<file path="config.mk">
export PLATFORM = sky130hd
export DESIGN_NAME = pipe_hazard_ctrl
export DESIGN_NICKNAME = d
export VERILOG_FILES = /design/src/rtl/pipe_hazard_ctrl_pkg.sv /design/src/rtl/md_busy_timer.sv /design/src/rtl/pipe_hazard_ctrl.sv
export SDC_FILE = /design/constraint.sdc
export NUM_CORES = 1
export LEC_CHECK = 0
export ABC_AREA = 1
export CAP_MARGIN = 20
export CORE_MARGIN = 5
export CORE_UTILIZATION = 41
export DETAILED_ROUTE_END_ITERATION = 10
export GPL_ROUTABILITY_DRIVEN = 1
export PLACE_DENSITY_LB_ADDON = 0.1
export SLEW_MARGIN = 20
export SYNTH_ARGS = -nofsm -noshare
export SYNTH_HDL_FRONTEND = slang
export SYNTH_SLANG_ARGS = --single-unit
</file>
<file path="constraint.sdc">
create_clock -name clk -period 3.1 [get_ports clk]
set_input_delay 0.775 -clock clk [delete_from_list [all_inputs] [get_ports clk]]
set_output_delay 0.775 -clock clk [all_outputs]
set_load 0.01 [all_outputs]
</file>
<file path="src/rtl/pipe_hazard_ctrl_pkg.sv">
// Shared widths, mult/div latencies, MD timer state encoding and PC-select codes
// for the pipeline hazard controller.
package pipe_hazard_ctrl_pkg;

    localparam int unsigned REG_W   = 5;
    localparam int unsigned T_W     = 2;
    localparam int unsigned CNT_W   = 4;
    localparam int unsigned PCSEL_W = 2;

    localparam int unsigned MD_MULT_CYCLES = 5;
    localparam int unsigned MD_DIV_CYCLES  = 10;

    // The counter runs load..0 inclusive, so it loads one less than the busy length
    localparam logic [CNT_W-1:0] MD_MULT_LOAD = CNT_W'(MD_MULT_CYCLES - 1);
    localparam logic [CNT_W-1:0] MD_DIV_LOAD  = CNT_W'(MD_DIV_CYCLES - 1);

    localparam logic [PCSEL_W-1:0] PC_SEL_SEQ     = 2'd0;
    localparam logic [PCSEL_W-1:0] PC_SEL_HANDLER = 2'd1;
    localparam logic [PCSEL_W-1:0] PC_SEL_EPC     = 2'd2;

    typedef enum logic {
        MD_IDLE = 1'b0,
        MD_BUSY = 1'b1
    } md_state_e;

    // One ID source operand hazards against a later-stage producer not yet ready
    function automatic logic src_hazard(
        input logic [REG_W-1:0] rs,
        input logic [T_W-1:0]   tuse,
        input logic [REG_W-1:0] e_wa,
        input logic [T_W-1:0]   e_tnew,
        input logic [REG_W-1:0] m_wa,
        input logic [T_W-1:0]   m_tnew
    );
        return (rs != '0) &&
               (((rs == e_wa) && (tuse < e_tnew)) ||
                ((rs == m_wa) && (tuse < m_tnew)));
    endfunction

endpackage

</file>
<file path="src/rtl/md_busy_timer.sv">
// Mult/div occupancy timer: IDLE/BUSY FSM with a down-counter giving 5 busy
// cycles for mult and 10 for div.
module md_busy_timer
    import pipe_hazard_ctrl_pkg::*;
(
    input  logic clk,
    input  logic reset,
    input  logic start,
    input  logic div,
    output logic busy
);

    md_state_e        state_q, state_d;
    logic [CNT_W-1:0] cnt_q, cnt_d;

    always_ff @(posedge clk) begin
        if (reset) begin
            state_q <= MD_IDLE;
            cnt_q   <= '0;
        end else begin
            state_q <= state_d;
            cnt_q   <= cnt_d;
        end
    end

    // A start seen while BUSY is ignored; the unit only accepts work when idle
    always_comb begin
        state_d = state_q;
        cnt_d   = cnt_q;
        unique case (state_q)
            MD_IDLE: begin
                if (start) begin
                    state_d = MD_BUSY;
                    cnt_d   = div ? MD_DIV_LOAD : MD_MULT_LOAD;
                end
            end
            MD_BUSY: begin
                if (cnt_q == '0) begin
                    state_d = MD_IDLE;
                end else begin
                    cnt_d = cnt_q - CNT_W'(1);
                end
            end
            default: state_d = MD_IDLE;
        endcase
    end

    assign busy = (state_q == MD_BUSY);

endmodule

</file>
<file path="src/rtl/pipe_hazard_ctrl.sv">
// Pipeline hazard controller: data/mult-div stalls, exception/eret redirection.
// Optional PIPE_CTRL_STALL_CNT_EN adds a saturating stall-cycle counter.
module pipe_hazard_ctrl
    import pipe_hazard_ctrl_pkg::*;
(
    input  logic               clk,
    input  logic               reset,
    input  logic [REG_W-1:0]   d_rs,
    input  logic [REG_W-1:0]   d_rt,
    input  logic [T_W-1:0]     d_tuse_rs,
    input  logic [T_W-1:0]     d_tuse_rt,
    input  logic [REG_W-1:0]   e_wa,
    input  logic [REG_W-1:0]   m_wa,
    input  logic [T_W-1:0]     e_tnew,
    input  logic [T_W-1:0]     m_tnew,
    input  logic               d_is_md,
    input  logic               e_md_start,
    input  logic               e_md_div,
    input  logic               exc_req,
    input  logic               eret_req,
    output logic               pc_en,
    output logic               fd_en,
    output logic               de_bubble,
    output logic               fd_flush,
    output logic               de_flush,
    output logic               em_flush,
    output logic               md_start_ok,
    output logic               md_busy,
    output logic               stall,
    output logic [PCSEL_W-1:0] pc_sel
`ifdef PIPE_CTRL_STALL_CNT_EN
    ,
    output logic [31:0]        stall_cnt
`endif
);

    logic data_stall;
    logic md_stall;

    assign data_stall = src_hazard(d_rs, d_tuse_rs, e_wa, e_tnew, m_wa, m_tnew) |
                        src_hazard(d_rt, d_tuse_rt, e_wa, e_tnew, m_wa, m_tnew);
    assign md_stall    = d_is_md & (md_busy | e_md_start);
    assign stall       = data_stall | md_stall;
    assign md_start_ok = e_md_start & ~exc_req;

    md_busy_timer u_md_busy_timer (
        .clk   (clk),
        .reset (reset),
        .start (md_start_ok),
        .div   (e_md_div),
        .busy  (md_busy)
    );

    // Redirection outranks stalling: the flushed ID instruction need not wait
    always_comb begin
        pc_en     = 1'b1;
        fd_en     = 1'b1;
        de_bubble = 1'b0;
        fd_flush  = 1'b0;
        de_flush  = 1'b0;
        em_flush  = 1'b0;
        pc_sel    = PC_SEL_SEQ;
        if (exc_req) begin
            fd_flush = 1'b1;
            de_flush = 1'b1;
            em_flush = 1'b1;
            pc_sel   = PC_SEL_HANDLER;
        end else if (eret_req) begin
            fd_flush = 1'b1;
            de_flush = 1'b1;
            em_flush = 1'b1;
            pc_sel   = PC_SEL_EPC;
        end else if (stall) begin
            pc_en     = 1'b0;
            fd_en     = 1'b0;
            de_bubble = 1'b1;
        end
    end

`ifdef PIPE_CTRL_STALL_CNT_EN
    // Only cycles that actually hold the front end are counted
    always_ff @(posedge clk) begin
        if (reset) begin
            stall_cnt <= '0;
        end else if (stall && !exc_req && !eret_req && (stall_cnt != '1)) begin
            stall_cnt <= stall_cnt + 32'd1;
        end
    end
`endif

endmodule

</file>
==> flow_summary.json <==
{
  "outcome": "finished, final reports clean",
  "first_global_vias": 938,
  "die_h_um": 55.1,
  "drc": 0,
  "power.internal_uw": 208,
  "synthTopCellsByArea": "nand2_1 20%, dfxtp_1 12%, inv_1 12%, ha_1 9.0%, nor2_1 6.8%",
  "grt_usage_pct": 16.6,
  "yosysMostFrequentCell": "nand2_1",
  "io_pins": 46,
  "netlist_area_um2": 832,
  "rsz0062_at_grt": "false",
  "p_sw_share_pct": 34.9,
  "drtIter0Drc": 20,
  "synth_edf_count": 0,
  "period_share_pct": 94.0,
  "r2r_cells": 7,
  "arrival_ps": 2140,
  "pwr-share-comb_pct": 52.8,
  "path_class": "input pin to primary output",
  "max_cap_viol_count": 0,
  "pre_cts_ws_ps": -408,
  "postCtsSetupRepairBufs": 0,
  "hold_viol": 0,
  "syn_inst": 148,
  "power_density_mw_per_mm2": 233,
  "die_w_um": 55.1,
  "htree_levels": 1,
  "cts_buffers": 3,
  "p_sw_uw": 111,
  "async_flop_share_pct": 0,
  "area_delta_synth_final_pct": 64.7,
  "skew_ps": 0.779,
  "crit_required_ps": 2320,
  "seqPwrFrac_pct": 23.3,
  "synth-warning-count": 0,
  "post_drt_wl_per_cell_um": 10.9,
  "start_kind": "input pin",
  "maxClockFrequency_mhz": 343,
  "via_per_inst": 4.53,
  "synth-main-ff-cell": "dfxtp_1",
  "setup.worst_path.end_class": "primary output",
  "slew-limit-headroom_pct": 84.0,
  "fin_util_pct": 70.6,
  "ant_nets": 0,
  "row_count": 16,
  "cts.clk_slew.worst_paths_ps": 50,
  "dp_hpwl_mm": 2.05,
  "grt_pass1_wl_mm": 3.80,
  "clock_latency_ps": 240,
  "postCtsHoldBufs": 0,
  "worstHoldPathType": "flip-flop to flip-flop",
  "globalRoute.totalOverflow": 0,
  "multi_input_area_um2": 617,
  "fillCellCount": 177,
  "cts-root-buf": "clkbuf_4",
  "regArea_um2": 100,
  "slew_violations": 0,
  "totalWireLength_mm": 2.45,
  "cts_sinks": 5,
  "ys_top_cells_by_count": "45 x nand2_1, 26 x inv_1, 15 x nor2_1",
  "core_area_mm2": 0.00194,
  "yosysSeqAreaShare_pct": 12.0,
  "place_inst": 220,
  "vias": 1015,
  "worstMarginPinSlew_ps": 238,
  "first_pass_iters": 4,
  "final_cells": 224,
  "ys_types": 26,
  "diodes": 0,
  "power_frac_clock_pct": 23.9,
  "cts_tree": "yes",
  "critPathMaxFanout": 3,
  "leakage_uw": 0.000712,
  "antenna_found_initial": 0,
  "setup_violations": 0,
  "layout_setup_ws_ps": 186,
  "synth_seq_cells": 5,
  "dieArea_mm2": 0.00303,
  "period_needed_ps": 2910,
  "fin_nets": 239,
  "avgSynthCellArea_um2": 5.62,
  "syn-num-nets": 189,
  "portBuffers": 45,
  "grt_max_degree": 6,
  "layout-drive-gt1-share_pct": 15.2,
  "whs_path_depth": 2,
  "gp_congestion": 0.772,
  "yosys.area.top_type": "nand2_1",
  "synth_top_area_share_pct": 20.3,
  "start_util_pct": 42.8,
  "power.total_uw": 319,
  "clk_path_buf_depth": 2,
  "vdd_drop_max_mv": 0.267
}
[critical path: stages]
cell and delay [ps]:
clkdlybuf4s50_1 560, xnor2_1 150, nand2_1 80, nor2_2 110, nand2_1 60, nand2_1 60, nand2_1 60, nand3_2 80
nand2_2 60, inv_2 50, buf_6 90
[registers in the layout, indices dropped and copies added, names as in the netlist]
name,count
u_md_busy_timer.cnt_q,4
u_md_busy_timer.busy,1
[timing repair]
| action | 4_1_cts | 5_1_grt |
|---|---|---|
| pin swaps | 1 | 15 |
| resized for setup | 17 | 14 |
| setup endpoints to repair | 4 | 4 |
[through the flow]
step | area, µm² | setup TNS [ps] | hold slack, ps
after global placement | 1320 | -1350 | 464
after global routing | 1370 | 0 | 511
final | 1370 | 0 | 487
after detailed placement | 1320 | -1470 | 477
after CTS | 1330 | 0 | 484
after floorplan | 832 | 0 | 446
[logic make-up (layout without fill, tap and decap cells)]
group                    after synthesis  after routing  synth area share (%)
adder cells (fa/ha/maj)                6              6                  9.02
XOR/XNOR                               6              6                  6.32
AND/OR/NAND/NOR                       75             75                  39.7
AO/OA/AOI/OAI                         21             21                  15.3
buffers and inverters                 35             84                  17.6
flip-flops                             5              5                  12.0
[layout by cell type (no fill, tap or decap), drive strengths merged]
cell type,instances
a211oi,1
o21bai,3
o211ai,1
or2,1
a31oi,1
dlymetal6s2s,4
xor2,4
inv,31
clkbuf,4
ha,6
xnor2,2
nor2,17
o21ai,8
clkdlybuf4s50,37
a21boi,2
nand3,8
dfxtp,5
nor3,1
a21oi,5
nor4,1
nand2,47
buf,8
[power groups by stage]
| stage | logic [µW] | clock network [µW] | registers [µW] |
|---|---|---|---|
| 5_1_grt | 189 | 82.7 | 75.0 |
| 3_3_place_gp | 161 | 0 | 75.2 |
| 2_1_floorplan | 80.5 | 0 | 75.0 |
| 6_report | 168 | 76.3 | 74.2 |
| 3_5_place_dp | 165 | 0 | 75.3 |
| 4_1_cts | 163 | 78.9 | 74.2 |
[routing by layer]
| layer | vias up | track usage (%) | share of wire, % |
|---|---|---|---|
| met5 | - | 0 | 0 |
| met4 | 0 | 2.43 | 0 |
| met3 | 0 | 2.95 | 6.2 |
| met2 | 28 | 28.7 | 49 |
| met1 | 437 | 21.6 | 44 |
| li1 | 550 | - | - |
[layout make-up]
cell class                 count  area share, %
multi-input combinational    108           45.0
sequential                     5           7.31
timing repair buffer          49           34.8
clock buffer                   4           1.92
tap                           27           2.47
inverter                      31           8.49
[worst paths after layout]
path,from,end,slack [ps]
worst max-delay path,m_wa[4],de_bubble,190
worst min-delay path,u_md_busy_timer.cnt_q[1],u_md_busy_timer.cnt_q[1],490
worst max register to register,u_md_busy_timer.cnt_q[1],u_md_busy_timer.cnt_q[2],1850
worst min register to register,u_md_busy_timer.cnt_q[1],u_md_busy_timer.cnt_q[1],490
No activity file was read; power rests on OpenSTA's default activity.
